===== src/rtl/ascon_pkg.sv =====
// Shared types, constants and helper functions for the Ascon permutation.
// - t_state_array : 5 x 64-bit state, word index w holds x_w.
// - t_perm_fsm    : permutation controller states.
// - round_const() : 8-bit round constant c[r] = {15-r, r}.
// - sbox5()       : 5-bit Ascon S-box, input/output bit 4 = x0 ... bit 0 = x4.
// - ror64()       : 64-bit rotate right.
// - legal_rounds(): accepted round counts for a given unroll factor.
package ascon_pkg;

    localparam int unsigned C_WORD_WIDTH = 64;
    localparam int unsigned C_NUM_WORDS  = 5;
    localparam int unsigned C_MAX_ROUNDS = 12;

    typedef logic [C_WORD_WIDTH-1:0]  t_word;
    typedef t_word [C_NUM_WORDS-1:0]  t_state_array;

    typedef enum logic {
        IDLE,
        RUN
    } t_perm_fsm;

    // Linear-layer rotation amounts, indexed by word.
    localparam int unsigned C_ROT_A [C_NUM_WORDS] = '{19, 61, 1, 10, 7};
    localparam int unsigned C_ROT_B [C_NUM_WORDS] = '{28, 39, 6, 17, 41};

    localparam logic [4:0] C_SBOX [32] = '{
        5'h04, 5'h0b, 5'h1f, 5'h14, 5'h1a, 5'h15, 5'h09, 5'h02,
        5'h1b, 5'h05, 5'h08, 5'h12, 5'h1d, 5'h03, 5'h06, 5'h1c,
        5'h1e, 5'h13, 5'h07, 5'h0e, 5'h00, 5'h0d, 5'h11, 5'h18,
        5'h10, 5'h0c, 5'h01, 5'h19, 5'h16, 5'h0a, 5'h0f, 5'h17
    };

    function automatic logic [7:0] round_const(input logic [3:0] r);
        return {4'(4'hF - r), r};
    endfunction

    function automatic logic [4:0] sbox5(input logic [4:0] v);
        return C_SBOX[v];
    endfunction

    function automatic t_word ror64(input t_word x, input int unsigned k);
        return (x >> k) | (x << (C_WORD_WIDTH - k));
    endfunction

    // With two rounds per cycle the count must also be even.
    function automatic logic legal_rounds(input logic [3:0] n, input int unsigned g);
        return ((n == 4'd6) || (n == 4'd8) || (n == 4'd12)) && !((g == 2) && n[0]);
    endfunction

endpackage


===== src/rtl/ascon_permutation_if.sv =====
// Handshake/data bundle between the mode controller (master) and the
// permutation core (slave).
// - i_start      : request a permutation (sampled only while idle)
// - i_num_rounds : round count n
// - i_state      : input state, captured with an accepted start
// - o_state      : state register, result valid when o_valid=1
// - o_busy       : rounds executing
// - o_valid      : one-cycle completion pulse
// - o_error      : one-cycle pulse on a rejected start (illegal n)
interface ascon_permutation_if;
    import ascon_pkg::*;

    logic         i_start;
    logic [3:0]   i_num_rounds;
    t_state_array i_state;
    t_state_array o_state;
    logic         o_busy;
    logic         o_valid;
    logic         o_error;

    modport master (
        output i_start, i_num_rounds, i_state,
        input  o_state, o_busy, o_valid, o_error
    );

    modport slave (
        input  i_start, i_num_rounds, i_state,
        output o_state, o_busy, o_valid, o_error
    );

endinterface


===== src/rtl/permutation_round.sv =====
// One complete, purely combinational Ascon round:
// constant addition -> substitution layer -> linear diffusion.
// - i_state : state before the round
// - i_round : round index r (0..11) selecting c[r]
// - o_state : state after the round
module permutation_round
    import ascon_pkg::*;
#(
    parameter int unsigned G_NUM_SBOXES = 64
) (
    input  t_state_array i_state,
    input  logic [3:0]   i_round,
    output t_state_array o_state
);

    t_state_array state_c;
    t_state_array state_s;

    always_comb begin
        state_c          = i_state;
        state_c[2][7:0]  = i_state[2][7:0] ^ round_const(i_round);
    end

    substitution_layer #(
        .G_NUM_SBOXES (G_NUM_SBOXES)
    ) u_sbox (
        .i_x (state_c),
        .o_x (state_s)
    );

    for (genvar w = 0; w < C_NUM_WORDS; w++) begin : g_lin
        assign o_state[w] = state_s[w]
                          ^ ror64(state_s[w], C_ROT_A[w])
                          ^ ror64(state_s[w], C_ROT_B[w]);
    end

endmodule


===== src/rtl/substitution_layer.sv =====
// Ascon substitution layer: one 5-bit S-box per bit column.
// - i_x : 5 words of G_NUM_SBOXES bits, column i = {x0[i], x1[i], x2[i], x3[i], x4[i]}
// - o_x : substituted words, same layout
module substitution_layer
    import ascon_pkg::*;
#(
    parameter int unsigned G_NUM_SBOXES = 64
) (
    input  logic [C_NUM_WORDS-1:0][G_NUM_SBOXES-1:0] i_x,
    output logic [C_NUM_WORDS-1:0][G_NUM_SBOXES-1:0] o_x
);

    for (genvar i = 0; i < G_NUM_SBOXES; i++) begin : g_col
        logic [4:0] col_in;
        logic [4:0] col_out;

        assign col_in    = {i_x[0][i], i_x[1][i], i_x[2][i], i_x[3][i], i_x[4][i]};
        assign col_out   = sbox5(col_in);
        assign o_x[0][i] = col_out[4];
        assign o_x[1][i] = col_out[3];
        assign o_x[2][i] = col_out[2];
        assign o_x[3][i] = col_out[1];
        assign o_x[4][i] = col_out[0];
    end

endmodule


===== src/rtl/ascon_permutation.sv =====
// Iterative Ascon permutation p^n with registered state.
// - i_clk, i_rst : clock (rising edge), synchronous active-high reset
// - bus          : slave side of ascon_permutation_if (start/valid handshake,
//                  input state, result state, busy and error flags)
// G_ROUNDS_PER_CYCLE (1 or 2) round instances are chained per clock; the round
// index starts at 12-n so every run ends on index 11.
module ascon_permutation
    import ascon_pkg::*;
#(
    parameter int unsigned G_ROUNDS_PER_CYCLE = 1,
    parameter int unsigned G_NUM_SBOXES       = 64
) (
    input  logic                i_clk,
    input  logic                i_rst,
    ascon_permutation_if.slave  bus
);

    t_perm_fsm    fsm_q,   fsm_d;
    logic [3:0]   round_q, round_d;
    t_state_array state_q, state_d;
    logic         valid_q, valid_d;
    logic         error_q, error_d;

    t_state_array round_io [G_ROUNDS_PER_CYCLE+1];

    assign round_io[0] = state_q;

    for (genvar g = 0; g < G_ROUNDS_PER_CYCLE; g++) begin : g_round
        permutation_round #(
            .G_NUM_SBOXES (G_NUM_SBOXES)
        ) u_round (
            .i_state (round_io[g]),
            .i_round (round_q + 4'(g)),
            .o_state (round_io[g+1])
        );
    end

    always_comb begin
        fsm_d   = fsm_q;
        round_d = round_q;
        state_d = state_q;
        valid_d = 1'b0;
        error_d = 1'b0;
        unique case (fsm_q)
            IDLE: begin
                if (bus.i_start) begin
                    if (legal_rounds(bus.i_num_rounds, G_ROUNDS_PER_CYCLE)) begin
                        fsm_d   = RUN;
                        round_d = 4'(C_MAX_ROUNDS) - bus.i_num_rounds;
                        state_d = bus.i_state;
                    end else begin
                        error_d = 1'b1;
                    end
                end
            end
            RUN: begin
                state_d = round_io[G_ROUNDS_PER_CYCLE];
                round_d = round_q + 4'(G_ROUNDS_PER_CYCLE);
                if (round_d == 4'(C_MAX_ROUNDS)) begin
                    fsm_d   = IDLE;
                    valid_d = 1'b1;
                end
            end
            default: fsm_d = IDLE;
        endcase
    end

    always_ff @(posedge i_clk) begin
        if (i_rst) begin
            fsm_q   <= IDLE;
            round_q <= '0;
            state_q <= '0;
            valid_q <= 1'b0;
            error_q <= 1'b0;
        end else begin
            fsm_q   <= fsm_d;
            round_q <= round_d;
            state_q <= state_d;
            valid_q <= valid_d;
            error_q <= error_d;
        end
    end

    assign bus.o_state = state_q;
    assign bus.o_busy  = (fsm_q == RUN);
    assign bus.o_valid = valid_q;
    assign bus.o_error = error_q;

endmodule


===== src/flat_wrapper.sv =====
// flat-port wrapper written by rule: the top's interface ports become plain ports
module ascon_permutation_flat import ascon_pkg::*;
#(
    parameter int unsigned G_ROUNDS_PER_CYCLE = 1,
    parameter int unsigned G_NUM_SBOXES       = 64
)
  (i_clk, i_rst, bus_i_start, bus_i_num_rounds, bus_i_state, bus_o_state, bus_o_busy, bus_o_valid, bus_o_error);
  ascon_permutation_if bus_i ();
  input  logic i_clk;
  input  logic i_rst;
  input wire logic [$bits(bus_i.i_start)-1:0] bus_i_start;
  input wire logic [$bits(bus_i.i_num_rounds)-1:0] bus_i_num_rounds;
  input wire logic [$bits(bus_i.i_state)-1:0] bus_i_state;
  output wire logic [$bits(bus_i.o_state)-1:0] bus_o_state;
  output wire logic [$bits(bus_i.o_busy)-1:0] bus_o_busy;
  output wire logic [$bits(bus_i.o_valid)-1:0] bus_o_valid;
  output wire logic [$bits(bus_i.o_error)-1:0] bus_o_error;
  assign bus_i.i_start = bus_i_start;
  assign bus_i.i_num_rounds = bus_i_num_rounds;
  assign bus_i.i_state = bus_i_state;
  assign bus_o_state = bus_i.o_state;
  assign bus_o_busy = bus_i.o_busy;
  assign bus_o_valid = bus_i.o_valid;
  assign bus_o_error = bus_i.o_error;
  ascon_permutation #(.G_ROUNDS_PER_CYCLE(G_ROUNDS_PER_CYCLE), .G_NUM_SBOXES(G_NUM_SBOXES)) u_core (.i_clk(i_clk), .i_rst(i_rst), .bus(bus_i));
endmodule

===== config.mk =====
export PLATFORM = sky130hd
export DESIGN_NAME = ascon_permutation_flat
export DESIGN_NICKNAME = d
export VERILOG_FILES = /design/src/rtl/ascon_pkg.sv /design/src/rtl/ascon_permutation_if.sv /design/src/rtl/permutation_round.sv /design/src/rtl/substitution_layer.sv /design/src/rtl/ascon_permutation.sv /design/src/flat_wrapper.sv
export SDC_FILE = /design/constraint.sdc
export NUM_CORES = 1
export LEC_CHECK = 0
export ABC_AREA = 1
export ABC_CLOCK_PERIOD_IN_PS = 2450
export BUFFER_PORTS_ARGS = -buffer_cell sky130_fd_sc_hd__clkbuf_2
export CAP_MARGIN = 20
export CELL_PAD_IN_SITES_DETAIL_PLACEMENT = 0
export CELL_PAD_IN_SITES_GLOBAL_PLACEMENT = 1
export CORE_MARGIN = 8
export CORE_UTILIZATION = 30
export DETAILED_ROUTE_END_ITERATION = 16
export PLACE_DENSITY_LB_ADDON = 0.1
export SLEW_MARGIN = 5
export SYNTH_ARGS = -nofsm -noshare
export SYNTH_HDL_FRONTEND = slang
export SYNTH_SLANG_ARGS = --single-unit

===== constraint.sdc =====
create_clock -name i_clk -period 2.45 [get_ports i_clk]
set_clock_uncertainty 0.2 [all_clocks]
set_input_delay 0.6125 -clock i_clk [delete_from_list [all_inputs] [get_ports i_clk]]
set_output_delay 0.6125 -clock i_clk [all_outputs]
set_load 0.02 [all_outputs]

==> results.json <==
{
  "status": "finished, final reports clean",
  "core-area_sq_um": 113000,
  "drc": 0,
  "syn_area_sq_um": 34100,
  "grt_start_max_net_pins": 69,
  "min_path_cells": 3,
  "async_flop_share_pct": 0,
  "syn_to_final_growth_pct": 47.1,
  "ys_types": 51,
  "yosysTopAreaCellShare_pct": 19.2,
  "period_needed_ps": 2430,
  "p_switching_uw": 23800,
  "drt_wl_total_um": 230000,
  "p_comb_share_pct": 69.4,
  "cts_tree": "yes",
  "grt_pass1_wl_um": 314000,
  "synth_seq_area_share_pct": 19.2,
  "cell_internal_pwr_uw": 23600,
  "maxCapViolCount": 0,
  "start_kind": "flip-flop",
  "fin_util_pct": 44.5,
  "power.share.clock_pct": 16.8,
  "synth_top_cell_by_area": "dfxtp_1",
  "final_cells": 8338,
  "hold_violations": 0,
  "start_util_pct": 30.3,
  "rows": 123,
  "fmax_mhz": 411,
  "clock_sinks": 327,
  "drv_slew": 0,
  "syn_area_per_cell_sq_um": 6.51,
  "synthTopCellsByArea": "dfxtp_1 19%, nand2_1 15%, ha_1 13%",
  "seqPwrFrac_pct": 13.8,
  "hp-class": "input pin to flip-flop",
  "place_congestion": 1.02,
  "antenna_found_initial": 13,
  "ys_ff_latch": 327,
  "num_io_pins": 650,
  "first_iter_violations": 3953,
  "maxSlewHeadroom_pct": 45.8,
  "synth_edf_count": 0,
  "insertion_delay_ps": 660,
  "post-place-ws_ps": -764,
  "reg2reg_slack_ps": 20,
  "worstReg2RegEnd": "u_core.bus.o_state[20]$_SDFFE_PP0P_",
  "fin_tns_setup_ps": 0,
  "synth_common_cells": "1394 x nand2_1, 612 x o21ai_0, 553 x inv_1",
  "period_share_pct": 99.3,
  "required_ps": 2840,
  "setup_viol": 0,
  "clockBufferDepth": 3,
  "n_fill_cell": 12200,
  "clk_pin_slew_ps": 60,
  "worst_hold_path.endpoint": "u_core.bus.o_state[237]$_SDFFE_PP0P_",
  "track_usage_pct": 34.8,
  "avgRoutedWirePerCell_um": 27.6,
  "io_buffer_count": 649,
  "grt_pass1_vias": 40400,
  "dpl.hpwl_um": 196000,
  "cp-end-kind": "flip-flop",
  "yosysWarnings": 0,
  "grt_overflow": 0,
  "dieArea_sq_um": 125000,
  "cts_buffers": 50,
  "synth_fp_nets": 5913,
  "worst_slew_pin_slew_ps": 805,
  "firstDrtPassIters": 7,
  "synth_cells": 5239,
  "synthFlopType": "dfxtp_1",
  "clockRootBuffer": "clkbuf_16",
  "ctsHtreeMaxLevel": 2,
  "ir_drop_mv": 0.575,
  "crit_type": "flip-flop to flip-flop",
  "layout_setup_ws_ps": 17.9,
  "ant_nets": 0,
  "switching_share_pct": 50.2,
  "rr_worst_depth": 11,
  "die_y_um": 353,
  "drive_gt1_share_pct": 31.3,
  "dpl.cell_count": 8230,
  "r2r-start": "u_core.bus.o_state[212]$_SDFFE_PP0P_",
  "p_leak_uw": 0.0245,
  "powerDensity_nw_per_um2": 946,
  "yosysMostFrequentCell": "nand2_1",
  "die_x_um": 353,
  "num-nets-final": 7471,
  "cp.arrival_ps": 2820,
  "vias": 42300,
  "path_max_fanout": 4,
  "hold_start": "bus_i_state[237]",
  "viasPerCell": 5.07
}
-- power by group through the flow --
stage	Combinational [uW]	Clock (uW)	Sequential, uW
final	33000	7980	6540
after floorplan	13100	0	7240
after CTS	31700	8130	6500
after detailed placement	31200	0	6600
after global routing	34400	8320	6590
after global placement	31300	0	6620
-- registers in the layout, summed over array words and instances, names as in the netlist --
name and count:
u_core.bus.o_state 320, u_core.round_q 4, u_core.bus.o_busy 1, u_core.bus.o_error 1, u_core.bus.o_valid 1
-- through the flow --
stage	hold slack (ps)	instance area [sq um]	total power [uW]
6_report	64.5	50200	47500
5_1_grt	66.1	50200	49300
4_1_cts	27.1	49300	46400
2_1_floorplan	343	34100	20400
3_3_place_gp	367	47400	37900
3_5_place_dp	370	47400	37800
-- timing repair --
action,CTS,global route
hold buffers,0,0
gates resized for setup,45,185
buffers inserted,2,14
pin swaps,3,17
endpoints found under the setup margin,46,127
-- cell families after synthesis --
logic type      Yosys count  share of synthesized area (%)
mux                       1                         0.0293
compound gates         1156                           18.6
flops                   327                           19.2
simple gates           2066                           25.1
xor+xnor                579                           15.8
buf+inv                 763                           8.56
fa+ha+maj               347                           12.7
-- worst max path at each step --
| stage | from | to | slack (ps) | cells past startpoint |
|---|---|---|---|---|
| 6_report | u_core.bus.o_state[212]$_SDFFE_PP0P_ | u_core.bus.o_state[20]$_SDFFE_PP0P_ | 20 | 11 |
| 5_1_grt | u_core.bus.o_state[285]$_SDFFE_PP0P_ | u_core.bus.o_state[93]$_SDFFE_PP0P_ | -10 | 15 |
| 4_1_cts | u_core.bus.o_state[292]$_SDFFE_PP0P_ | u_core.bus.o_state[228]$_SDFFE_PP0P_ | -70 | 9 |
| 3_5_place_dp | u_core.bus.o_state[238]$_SDFFE_PP0P_ | u_core.bus.o_state[228]$_SDFFE_PP0P_ | -760 | 10 |
| 3_3_place_gp | u_core.bus.o_state[238]$_SDFFE_PP0P_ | u_core.bus.o_state[228]$_SDFFE_PP0P_ | -840 | 10 |
| 2_1_floorplan | u_core.bus.o_state[223]$_SDFFE_PP0P_ | u_core.bus.o_state[223]$_SDFFE_PP0P_ | 150 | 8 |
-- worst max-delay path: stages, from the launching register on --
cell	delay, ps
dfxtp_4	390
inv_1	100
buf_4	170
ha_1	290
xnor2_1	180
a21oi_2	90
buf_4	160
buf_4	140
xnor2_1	170
or2_0	150
nand3_2	150
a21oi_1	170
-- placed cells by master (no fill, tap or decap), types with 179 or more instances in the layout --
cell,Yosys,layout
nand2_1,1394,1364
buf_4,4,922
clkbuf_2,3,648
o21ai_0,612,588
inv_1,553,537
ha_1,347,330
nand3_1,343,318
dfxtp_1,327,295
a21oi_1,281,271
xor2_1,283,266
xnor2_1,254,240
nor2_1,183,179
-- layout make-up --
class	count	area, sq um	area share (%)
timing repair buffer	1677	12200	24.3
inverter	592	2240	4.47
tap	1500	1880	3.74
clock buffer	82	1580	3.14
sequential	327	6590	13.1
clock inverter	10	150	0.299
multi-input combinational	4149	25500	50.9
antenna	1	2.50	0.00499
-- layer usage --
| metal | GRT usage, % | vias to the layer above | wire, um |
|---|---|---|---|
| met5 | 0 | - | 7 |
| met4 | 15.0 | 2 | 12000 |
| met3 | 5.89 | 353 | 15700 |
| met2 | 55.8 | 1677 | 102000 |
| met1 | 45.9 | 20200 | 100000 |
| li1 | - | 20000 | - |
Power figures use the tool's default switching activity.
